File: src/rtl/vend_apb_cfg_master_if.sv
// Command/response channel and APB3 bus bundle for the vending config master.
// The master modport is the initiator; the slave modport is everything around it.
interface vend_apb_cfg_master_if #(
    parameter int ADDR_W = 32,
    parameter int DATA_W = 32
);
    logic              cmd_valid;
    logic              cmd_ready;
    logic              cmd_write;
    logic [ADDR_W-1:0] cmd_addr;
    logic [DATA_W-1:0] cmd_wdata;
    logic              rsp_valid;
    logic              rsp_ready;
    logic [DATA_W-1:0] rsp_rdata;
    logic              rsp_err;
    logic              rsp_timeout;
    logic [ADDR_W-1:0] paddr;
    logic              psel;
    logic              penable;
    logic              pwrite;
    logic [DATA_W-1:0] pwdata;
    logic [DATA_W-1:0] prdata;
    logic              pready;
    logic              pslverr;

    modport master (
        input  cmd_valid, cmd_write, cmd_addr, cmd_wdata, rsp_ready,
        input  prdata, pready, pslverr,
        output cmd_ready, rsp_valid, rsp_rdata, rsp_err, rsp_timeout,
        output paddr, psel, penable, pwrite, pwdata
    );

    modport slave (
        output cmd_valid, cmd_write, cmd_addr, cmd_wdata, rsp_ready,
        output prdata, pready, pslverr,
        input  cmd_ready, rsp_valid, rsp_rdata, rsp_err, rsp_timeout,
        input  paddr, psel, penable, pwrite, pwdata
    );
endinterface

File: src/rtl/vend_apb_cfg_master.sv
// APB3 initiator running one read/write config transfer per command, with a
// bounded wait-state timeout and a held response channel.
module vend_apb_cfg_master #(
    parameter int ADDR_W  = 32,
    parameter int DATA_W  = 32,
    parameter int TIMEOUT = 16
) (
    input logic                   pclk,
    input logic                   prst,
    vend_apb_cfg_master_if.master bus
);
    typedef enum logic [1:0] {S_IDLE, S_SETUP, S_ACCESS, S_RESP} state_t;

    // Value of the wait counter on the last ACCESS cycle allowed before abort.
    localparam logic [7:0] WAIT_LAST = 8'(TIMEOUT - 1);

    state_t            state;
    state_t            state_nxt;
    logic [7:0]        wait_cnt;
    logic [ADDR_W-1:0] paddr_q;
    logic              pwrite_q;
    logic [DATA_W-1:0] pwdata_q;
    logic [DATA_W-1:0] rdata_q;
    logic              err_q;
    logic              tmo_q;
    logic              access_done;
    logic              access_tmo;

    always_comb begin
        access_done = (state == S_ACCESS) && bus.pready;
        access_tmo  = (state == S_ACCESS) && !bus.pready && (wait_cnt == WAIT_LAST);
    end

    always_comb begin
        state_nxt = state;
        case (state)
            S_IDLE:   if (bus.cmd_valid) state_nxt = S_SETUP;
            S_SETUP:  state_nxt = S_ACCESS;
            S_ACCESS: if (access_done || access_tmo) state_nxt = S_RESP;
            S_RESP:   if (bus.rsp_ready) state_nxt = S_IDLE;
            default:  state_nxt = S_IDLE;
        endcase
    end

    always_ff @(posedge pclk or posedge prst) begin
        if (prst) state <= S_IDLE;
        else      state <= state_nxt;
    end

    always_ff @(posedge pclk or posedge prst) begin
        if (prst) begin
            paddr_q  <= '0;
            pwrite_q <= 1'b0;
            pwdata_q <= '0;
            rdata_q  <= '0;
            err_q    <= 1'b0;
            tmo_q    <= 1'b0;
            wait_cnt <= '0;
        end else begin
            case (state)
                S_IDLE: begin
                    if (bus.cmd_valid) begin
                        paddr_q  <= bus.cmd_addr;
                        pwrite_q <= bus.cmd_write;
                        pwdata_q <= bus.cmd_wdata;
                        wait_cnt <= '0;
                    end
                end
                S_ACCESS: begin
                    // pready on the final allowed cycle still completes normally.
                    if (bus.pready) begin
                        rdata_q <= (!pwrite_q && !bus.pslverr) ? bus.prdata : '0;
                        err_q   <= bus.pslverr;
                        tmo_q   <= 1'b0;
                    end else if (access_tmo) begin
                        rdata_q <= '0;
                        err_q   <= 1'b1;
                        tmo_q   <= 1'b1;
                    end else begin
                        wait_cnt <= wait_cnt + 8'd1;
                    end
                end
                default: ;
            endcase
        end
    end

    // cmd_ready is gated by prst so nothing is accepted while reset is held.
    assign bus.cmd_ready   = (state == S_IDLE) && !prst;
    assign bus.psel        = (state == S_SETUP) || (state == S_ACCESS);
    assign bus.penable     = (state == S_ACCESS);
    assign bus.paddr       = paddr_q;
    assign bus.pwrite      = pwrite_q;
    assign bus.pwdata      = pwdata_q;
    assign bus.rsp_valid   = (state == S_RESP);
    assign bus.rsp_rdata   = rdata_q;
    assign bus.rsp_err     = err_q;
    assign bus.rsp_timeout = tmo_q;
endmodule

File: src/flat_wrapper.sv
// flat-port wrapper written by rule: the top's interface ports become plain ports
module vend_apb_cfg_master_flat 
#(
    parameter int ADDR_W  = 32,
    parameter int DATA_W  = 32,
    parameter int TIMEOUT = 16
)
  (pclk, prst, bus_cmd_valid, bus_cmd_write, bus_cmd_addr, bus_cmd_wdata, bus_rsp_ready, bus_prdata, bus_pready, bus_pslverr, bus_cmd_ready, bus_rsp_valid, bus_rsp_rdata, bus_rsp_err, bus_rsp_timeout, bus_paddr, bus_psel, bus_penable, bus_pwrite, bus_pwdata);
  vend_apb_cfg_master_if #(.ADDR_W(ADDR_W), .DATA_W(DATA_W)) bus_i ();
  input logic pclk;
  input logic prst;
  input wire logic [$bits(bus_i.cmd_valid)-1:0] bus_cmd_valid;
  input wire logic [$bits(bus_i.cmd_write)-1:0] bus_cmd_write;
  input wire logic [$bits(bus_i.cmd_addr)-1:0] bus_cmd_addr;
  input wire logic [$bits(bus_i.cmd_wdata)-1:0] bus_cmd_wdata;
  input wire logic [$bits(bus_i.rsp_ready)-1:0] bus_rsp_ready;
  input wire logic [$bits(bus_i.prdata)-1:0] bus_prdata;
  input wire logic [$bits(bus_i.pready)-1:0] bus_pready;
  input wire logic [$bits(bus_i.pslverr)-1:0] bus_pslverr;
  output wire logic [$bits(bus_i.cmd_ready)-1:0] bus_cmd_ready;
  output wire logic [$bits(bus_i.rsp_valid)-1:0] bus_rsp_valid;
  output wire logic [$bits(bus_i.rsp_rdata)-1:0] bus_rsp_rdata;
  output wire logic [$bits(bus_i.rsp_err)-1:0] bus_rsp_err;
  output wire logic [$bits(bus_i.rsp_timeout)-1:0] bus_rsp_timeout;
  output wire logic [$bits(bus_i.paddr)-1:0] bus_paddr;
  output wire logic [$bits(bus_i.psel)-1:0] bus_psel;
  output wire logic [$bits(bus_i.penable)-1:0] bus_penable;
  output wire logic [$bits(bus_i.pwrite)-1:0] bus_pwrite;
  output wire logic [$bits(bus_i.pwdata)-1:0] bus_pwdata;
  assign bus_i.cmd_valid = bus_cmd_valid;
  assign bus_i.cmd_write = bus_cmd_write;
  assign bus_i.cmd_addr = bus_cmd_addr;
  assign bus_i.cmd_wdata = bus_cmd_wdata;
  assign bus_i.rsp_ready = bus_rsp_ready;
  assign bus_i.prdata = bus_prdata;
  assign bus_i.pready = bus_pready;
  assign bus_i.pslverr = bus_pslverr;
  assign bus_cmd_ready = bus_i.cmd_ready;
  assign bus_rsp_valid = bus_i.rsp_valid;
  assign bus_rsp_rdata = bus_i.rsp_rdata;
  assign bus_rsp_err = bus_i.rsp_err;
  assign bus_rsp_timeout = bus_i.rsp_timeout;
  assign bus_paddr = bus_i.paddr;
  assign bus_psel = bus_i.psel;
  assign bus_penable = bus_i.penable;
  assign bus_pwrite = bus_i.pwrite;
  assign bus_pwdata = bus_i.pwdata;
  vend_apb_cfg_master #(.ADDR_W(ADDR_W), .DATA_W(DATA_W), .TIMEOUT(TIMEOUT)) u_core (.pclk(pclk), .prst(prst), .bus(bus_i));
endmodule
File: config.mk
export PLATFORM = sky130hd
export DESIGN_NAME = vend_apb_cfg_master_flat
export DESIGN_NICKNAME = d
export VERILOG_FILES = /design/src/rtl/vend_apb_cfg_master_if.sv /design/src/rtl/vend_apb_cfg_master.sv /design/src/flat_wrapper.sv
export SDC_FILE = /design/constraint.sdc
export NUM_CORES = 1
export LEC_CHECK = 0
export ABC_AREA = 1
export BUFFER_PORTS_ARGS = -buffer_cell sky130_fd_sc_hd__buf_4
export CAP_MARGIN = 25
export CORE_ASPECT_RATIO = 1.5
export CORE_MARGIN = 2
export CORE_UTILIZATION = 41
export DETAILED_ROUTE_END_ITERATION = 12
export PLACE_DENSITY_LB_ADDON = 0.25
export SETUP_SLACK_MARGIN = 0.15
export SLEW_MARGIN = 25
export SYNTH_ARGS = -nofsm -noshare
export SYNTH_HDL_FRONTEND = slang
export SYNTH_SLANG_ARGS = --single-unit
export TNS_END_PERCENT = 50
File: constraint.sdc
create_clock -name pclk -period 5.3 [get_ports pclk]
set_clock_uncertainty 0.05 [all_clocks]
set_input_delay 1.06 -clock pclk [delete_from_list [all_inputs] [get_ports pclk]]
set_output_delay 1.06 -clock pclk [all_outputs]
set_load 0.02 [all_outputs]
Yosys cells after proc, flatten, opt, wreduce, memory -nomap -nowiden
Cells that the tools add are included.
Widths: inputs -> output; s select.

cells by class
  add/sub/neg operators = 1
  equality and inequality tests = 9
  mux-type cells = 14
  reduce and logical (&&, ||, !) cells = 18

operators by type and width
  kind                 number
  $mux 32              3
  $mux 8               3
  $pmux 8 s2           1
  $add 8x1->8 const B  1
  $eq 8x4->1 const B   1
  $ne 2x2->1 const B   4
  $pmux 2 s4           1
  $mux 2               3
  $logic_and 1x1->1    5
  $eq 2x2->1 const B   2
  $logic_not 1->1      4
  $reduce_and 2->1     2
  $reduce_and 4->1     1
  $reduce_bool 2->1    2
  $mux 1               3
  $reduce_and 3->1     1
  $eq 2x1->1 const B   1
  $logic_not 2->1      1
  $logic_or 1x1->1     2
  $ne 2x1->1 const B   1

word-level totals
  bits in registers = 109
  input bits = 103
  output and inout port bits = 103

Depth between registers and ports, before layout
Gate-level depths: netlist (run 1).

  depth in word-level cells = 6
  gate-level depth with buffers = 11
  gate-level depth less buffers = 9

Worst setup path after synthesis (run 1)
Ideal clock, no wire load.

  path kind = input to output
  start = in prst
  end = out bus_cmd_ready
  data arrival time = 1.353 ns
  slack = 2.837 ns
  stages = 1
  buffers on the path = 0
  path through = nor2_1

between the ends
  cells in the longest elaborated chain, start to end = 2

RTL lines
  item                       RTL line                   text
  start, declared            flat_wrapper.sv:11         input logic prst;
  $logic_not 1->1 (no line)  n/a
  $logic_and 1x1->1          vend_apb_cfg_master.sv:89  assign bus.cmd_ready = (state == S_IDLE) && !prst;
  end, declared              flat_wrapper.sv:20         output wire logic [$bits(bus_i.cmd_ready)-1:0] bus_cmd_ready;

No other way between the ends.

Final worst setup path (run 1)
  start = reg u_core.state[0]
  end = out bus_penable

between the ends
  cells in the longest elaborated chain, start to end = 1

RTL lines
  item                    RTL line                   text
  start, declared         vend_apb_cfg_master.sv:17  state_t state;
  start signal, assigned  vend_apb_cfg_master.sv:47  else state <= state_nxt;
  $eq 2x2->1              vend_apb_cfg_master.sv:91  assign bus.penable = (state == S_ACCESS);
  end, declared           flat_wrapper.sv:27         output wire logic [$bits(bus_i.penable)-1:0] bus_penable;

No other way between the ends.

==> flow_metrics.env, run 1 <==
export IMPL_status="finished clean"
export IMPL_clkTransAtPathRegs_ns=0.07
export IMPL_grt_pass1_wl_um=18490
export IMPL_first_global_vias=3608
export IMPL_vias=3591
export IMPL_whs_ns=0.4220
export IMPL_drcViolationCount=0
export IMPL_hold_viol_final=0
export IMPL_grt_max_degree=75
export IMPL_drt_iter0_drc=120
export IMPL_pin_count=206
export IMPL_min_to="u_core.bus.rsp_rdata[18]"
export IMPL_drv_cap=0
export IMPL_die_w_um=90.97
export IMPL_layout_nets=697
export IMPL_num_antenna_cells=0
export IMPL_r2r_cells=5
export IMPL_ys_seq_area_share_pct=58.63
export IMPL_worst_slack_ns=2.727
export IMPL_place_congestion=0.7642
export IMPL_power_density_nw_per_um2=620.6
export IMPL_cts_path_max_buffers=2
export IMPL_rows=47
export IMPL_post_cts_buffers=0
export IMPL_cts_root_buf="clkbuf_16"
export IMPL_numCtsBuffers=9
export IMPL_wl_per_cell_um=15.90
export IMPL_dp_cells=724
export IMPL_leakagePower_nw=3.528
export IMPL_tritoncts="built"
export IMPL_ant_nets=0
export IMPL_power_frac_comb_pct=48.5
export IMPL_setup_worst_path_end_class="output port"
export IMPL_groute_usage_overall_pct=19.25
export IMPL_yosys_warnings=0
export IMPL_setup_viol=0
export IMPL_crit_type="reg2out"
export IMPL_synthesis_nets=496
export IMPL_r2r_end="u_core.bus.pwdata[25]"
export IMPL_dieHeight_um=134.5
export IMPL_portBuffers=205
export IMPL_drtPass1Iterations=4
export IMPL_switching_share_pct=37.45
export IMPL_h_tree_depth=3
export IMPL_dp_slack_ns=2.529
export IMPL_vdd_drop_max_uv=211.8
export IMPL_syn2layout_area_growth_pct=41.34
export IMPL_dpl_cell_area_um2=6245
export IMPL_tightest_slew_ns=0.9691
export IMPL_die_area_um2=12230
export IMPL_postLayoutCoreUtil_pct=59.47
export IMPL_ctsResizeCount=0
export IMPL_cp_cell_sequence="inv_1 -> ha_1 -> buf_4"
export IMPL_grt_overflow_total=0
export IMPL_internal_power_mw=2.552
export IMPL_clk_latency_ns=0.33
export IMPL_synth_distinct_cells=23
export IMPL_reg2reg_slack_ns=2.95
export IMPL_p_total_mw=4.081
export IMPL_antenna_found_initial=0
export IMPL_min_from="u_core.bus.rsp_rdata[18]"
export IMPL_vias_per_cell=4.859
export IMPL_cp_arrival_ns=1.46
export IMPL_core_um2=11060
export IMPL_synthCells=388
export IMPL_multiInputGateArea_um2=1709
export IMPL_fin_cells=739
export IMPL_clock_fmax_mhz=388.6
export IMPL_path_buf_inv=2
export IMPL_drv_slew=0
export IMPL_postCtsHoldBufs=0
export IMPL_hold_path_class="reg2reg"
export IMPL_critPathMaxStageDelay_ns=0.40
export IMPL_fin_crit_sh_pct=48.55
export IMPL_routed_wl_um=11750
export IMPL_start_util_pct=42.08
export IMPL_cts_num_sinks=109
export IMPL_seq_area_um2=2728
export IMPL_slowest_stage="dfrtp_1"
export IMPL_syn_avg_cell_area_um2=11.99
export IMPL_seqPwrFrac_pct=34.5
export IMPL_min_period_ns=2.573
export IMPL_worstPathRequired_ns=4.19
export IMPL_start_kind="register"
export IMPL_drive_gt1_share_pct=50.84
export IMPL_r2r_start="u_core.state[0]"
export IMPL_worstPathMaxFanout=10
export IMPL_fin_tns_setup_ns=0
export IMPL_cp_top_family="flip-flops"
export IMPL_stdcell_area_um2=6575
export IMPL_slew_headroom_pct=35.00
export IMPL_fill_cells=923
export IMPL_rsz0062_at_grt="no"
export IMPL_holdPathStages=2
export IMPL_dp_hpwl_um=8628
export IMPL_synth_seq_cells=109
export IMPL_switching_power_mw=1.528
export IMPL_netlist_area_um2=4652
export IMPL_clockPowerShare_pct=16.9
==> sequential cells by signal, summed over array words and instances (netlist names) <==
name / cells
u_core.bus.paddr: 32
u_core.bus.pwdata: 32
u_core.bus.rsp_rdata: 32
u_core.wait_cnt: 8
u_core.state: 2
u_core.bus.pwrite: 1
u_core.bus.rsp_err: 1
u_core.bus.rsp_timeout: 1
==> power groups by stage <==
stage	Combinational [mW]	Sequential [mW]	Clock, mW
after floorplan	0.782	1.84	0
after global placement	1.96	1.41	0
after detailed placement	1.99	1.42	0
after CTS	2.00	1.41	0.712
after global routing	2.10	1.46	0.743
final	1.98	1.41	0.691
==> worst reg2reg max path: cells and delay by family, from the launching register on <==
| kind | cells | cell delay, ns |
|---|---|---|
| flops | 1 | 0.37 |
| mux | 1 | 0.41 |
| simple gates | 1 | 0.46 |
| fa+ha+maj | 1 | 0.28 |
| buf+inv | 2 | 0.66 |
==> cells in the mapped netlist (all sizes together) <==
cell type  count  share of area, %
buf           15               3.0
nand2        101               8.4
nand3         48               5.4
a21oi          1              0.11
mux2          64                19
dfrtp        109                59
nand4          1              0.13
ha             5               1.3
or2            2              0.27
o22ai          1              0.13
clkbuf         3              0.24
o21ai          6              0.89
nor2          14               1.5
inv           18               1.5
==> layout make-up <==
type                       instances  share of cell area (%)
clock buffer                       9                   3.425
clock inverter                     5                   1.180
inverter                          18                   1.066
multi-input combinational        243                   25.99
sequential                       109                   41.48
tap                              147                   2.797
timing repair buffer             208                   24.05
==> worst max path at each step <==
stage | start | endpoint | depth (start not counted) | slack [ns]
finish | u_core.state[0] | bus_penable | 3 | 2.73
global placement | bus_cmd_valid | u_core.bus.pwdata[25] | 4 | 2.58
CTS | u_core.state[0] | bus_cmd_ready | 5 | 2.70
floorplan | prst | u_core.bus.paddr[0] | 1 | 1.32
global route | u_core.state[0] | bus_penable | 3 | 2.62
detailed placement | bus_cmd_valid | u_core.bus.pwdata[25] | 4 | 2.53
==> layer usage <==
| layer | GRT usage, % | vias to the layer above | routed length [um] |
|---|---|---|---|
| met4 | 9.596 | 0 | 373 |
| met1 | 21.94 | 1744 | 4429 |
| li1 | - | 1678 | - |
| met5 | 0 | - | 0 |
| met3 | 4.520 | 22 | 702 |
| met2 | 33.74 | 147 | 6242 |
==> layout by cell type, fill, tap and decap left out, types with 2 or more instances in the layout <==
cell type  instances
buf_4            207
dfrtp_1          109
nand2_1           97
nand3_1           46
mux2_4            38
mux2_2            26
inv_1             15
nor2_1            12
clkbuf_16          9
ha_1               5
nand2_2            3
o21ai_2            3
nor2_4             2
nand3_2            2
o21ai_1            2
or2_2              2
clkinv_2           2
bufinv_16          2
==> cell families (layout without fill, tap and decap cells) <==
logic type | Yosys count | after routing | synth area share [%]
DFF | 109 | 109 | 58.63
and+or+nand+nor | 166 | 166 | 15.60
muxes | 64 | 64 | 18.56
adders and majority gates | 5 | 5 | 1.345
buffers and inverters | 36 | 240 | 4.734
AOI/OAI and AO/OA | 8 | 8 | 1.130
Note: power is estimated with default switching activity, not from simulation.
==> run 2: changes to the inputs <==
==> constraint.sdc (replaced) <==
create_clock -name pclk -period 2.1 [get_ports pclk]
set_clock_uncertainty 0.05 [all_clocks]
set_input_delay 0.42 -clock pclk [delete_from_list [all_inputs] [get_ports pclk]]
set_output_delay 0.42 -clock pclk [all_outputs]
set_load 0.02 [all_outputs]
==> flow_metrics.env, run 2 (synthesis results as in run 1) <==
export IMPL_min_period_ns=1.891
export IMPL_power_frac_comb_pct=48.4
export IMPL_portBuffers=205
export IMPL_h_tree_depth=3
export IMPL_vdd_drop_max_uv=600.1
export IMPL_p_total_mw=10.49
export IMPL_r2r_start="u_core.state[0]"
export IMPL_grt_max_degree=62
export IMPL_setup_worst_path_end_class="output port"
export IMPL_clkTransAtPathRegs_ns=0.08
export IMPL_syn2layout_area_growth_pct=43.17
export IMPL_rsz0062_at_grt="yes"
export IMPL_cts_root_buf="clkbuf_16"
export IMPL_clock_fmax_mhz=528.8
export IMPL_cp_top_family="flip-flops"
export IMPL_cts_path_max_buffers=2
export IMPL_cp_arrival_ns=1.42
export IMPL_vias=3569
export IMPL_status="finished clean"
export IMPL_leakagePower_nw=3.566
export IMPL_drv_slew=0
export IMPL_slowest_stage="dfrtp_1"
export IMPL_post_cts_buffers=0
export IMPL_hold_path_class="in2async"
export IMPL_tritoncts="built"
export IMPL_most_common_layout_cells="buf_4, dfrtp_1, nand2_1"
export IMPL_antenna_found_initial=0
export IMPL_reg2reg_slack_ns=0.32
export IMPL_die_w_um=90.97
export IMPL_core_um2=11060
export IMPL_first_global_vias=3616
export IMPL_cp_cell_sequence="inv_1 -> ha_2 -> inv_1 -> nor2_1 -> buf_4"
export IMPL_crit_type="reg2out"
export IMPL_worstPathRequired_ns=1.63
export IMPL_vias_per_cell=4.791
export IMPL_dieHeight_um=134.5
export IMPL_pin_count=206
export IMPL_worstPathMaxFanout=3
export IMPL_drive_gt1_share_pct=51.67
export IMPL_setup_viol=0
export IMPL_hold_viol_final=0
export IMPL_tightest_slew_ns=0.6068
export IMPL_place_congestion=0.8423
export IMPL_drv_cap=0
export IMPL_switching_power_mw=3.927
export IMPL_crit_path_start="u_core.state[0]"
export IMPL_dp_hpwl_um=8820
export IMPL_drcViolationCount=0
export IMPL_rows=47
export IMPL_slew_headroom_pct=59.55
export IMPL_start_util_pct=42.08
export IMPL_dp_slack_ns=0.2257
export IMPL_groute_usage_overall_pct=19.61
export IMPL_cts_num_sinks=109
export IMPL_drtPass1Iterations=4
export IMPL_fin_crit_sh_pct=90.05
export IMPL_numCtsBuffers=9
export IMPL_wl_per_cell_um=15.91
export IMPL_dpl_cell_area_um2=6321
export IMPL_ant_nets=0
export IMPL_fin_tns_setup_ns=0
export IMPL_routed_wl_um=11850
export IMPL_grt_pass1_wl_um=18720
export IMPL_drt_iter0_drc=116
export IMPL_internal_power_mw=6.564
export IMPL_start_kind="register"
export IMPL_num_antenna_cells=0
export IMPL_worst_slack_ns=0.2089
export IMPL_clockPowerShare_pct=17.6
export IMPL_layout_nets=701
export IMPL_die_area_um2=12230
export IMPL_switching_share_pct=37.43
export IMPL_critPathMaxStageDelay_ns=0.40
export IMPL_power_density_nw_per_um2=1575
export IMPL_grt_overflow_total=0
export IMPL_seqPwrFrac_pct=34.0
export IMPL_stdcell_area_um2=6660
export IMPL_path_buf_inv=3
export IMPL_final_common_cell="buf_4"
export IMPL_cp_common_cell="inv_1"
export IMPL_clk_latency_ns=0.34
export IMPL_fin_cells=745
export IMPL_dp_cells=729
[run 2: per-stage QoR]
step | utilization [%] | hold slack [ns]
final | 60.24 | 0.1382
after global routing | 60.24 | 0.1724
after CTS | 60.17 | 0.1392
after detailed placement | 57.18 | 0.4143
after global placement | 57.18 | 0.4077
after floorplan | - | 0.4194
[run 2: per-layer routing]
layer | GRT usage, % | up-vias | wire, um
met5 | 0 | - | 0
met4 | 8.165 | 0 | 299
met3 | 4.241 | 22 | 588
met2 | 34.69 | 121 | 6424
met1 | 23.02 | 1742 | 4540
li1 | - | 1684 | -
[run 2: power by group through the flow]
stage / sequential, mW / clock [mW] / combinational (mW)
after floorplan: 4.65 / 0 / 1.97
after global placement: 3.55 / 0 / 5.03
after detailed placement: 3.60 / 0 / 5.11
after CTS: 3.56 / 1.89 / 5.13
after global routing: 3.68 / 1.98 / 5.41
final: 3.56 / 1.85 / 5.08
[run 2: worst min-delay path: stages]
cell	delay, ns
buf_4	0.12
clkinvlp_4	0.08
buf_12	0.29
[run 2: cell type report]
type	count	area (um2)
timing repair buffer	212	1629
fill	908	4395
tap	147	183.9
clock buffer	10	239.0
clock inverter	6	92.59
multi-input combinational	243	1714
sequential	109	2728
inverter	18	73.82
[run 2: path summary, 6_finish.rpt]
check | end | cells past startpoint
max | bus_cmd_ready | 5
min | u_core.bus.rsp_rdata[11] | 3
max reg2reg | u_core.bus.rsp_rdata[12] | 7
min reg2reg | u_core.bus.rsp_rdata[26] | 2
max in group asynchronous | u_core.bus.pwdata[8] | 3
min in group pclk | u_core.bus.paddr[4] | 2
[run 2: repair_timing]
| item | CTS | global route |
|---|---|---|
| setup endpoints to repair | 0 | 36 |
| hold buffers | 0 | 0 |
| hold endpoints to repair | 0 | 0 |
| resized for setup | 0 | 4 |
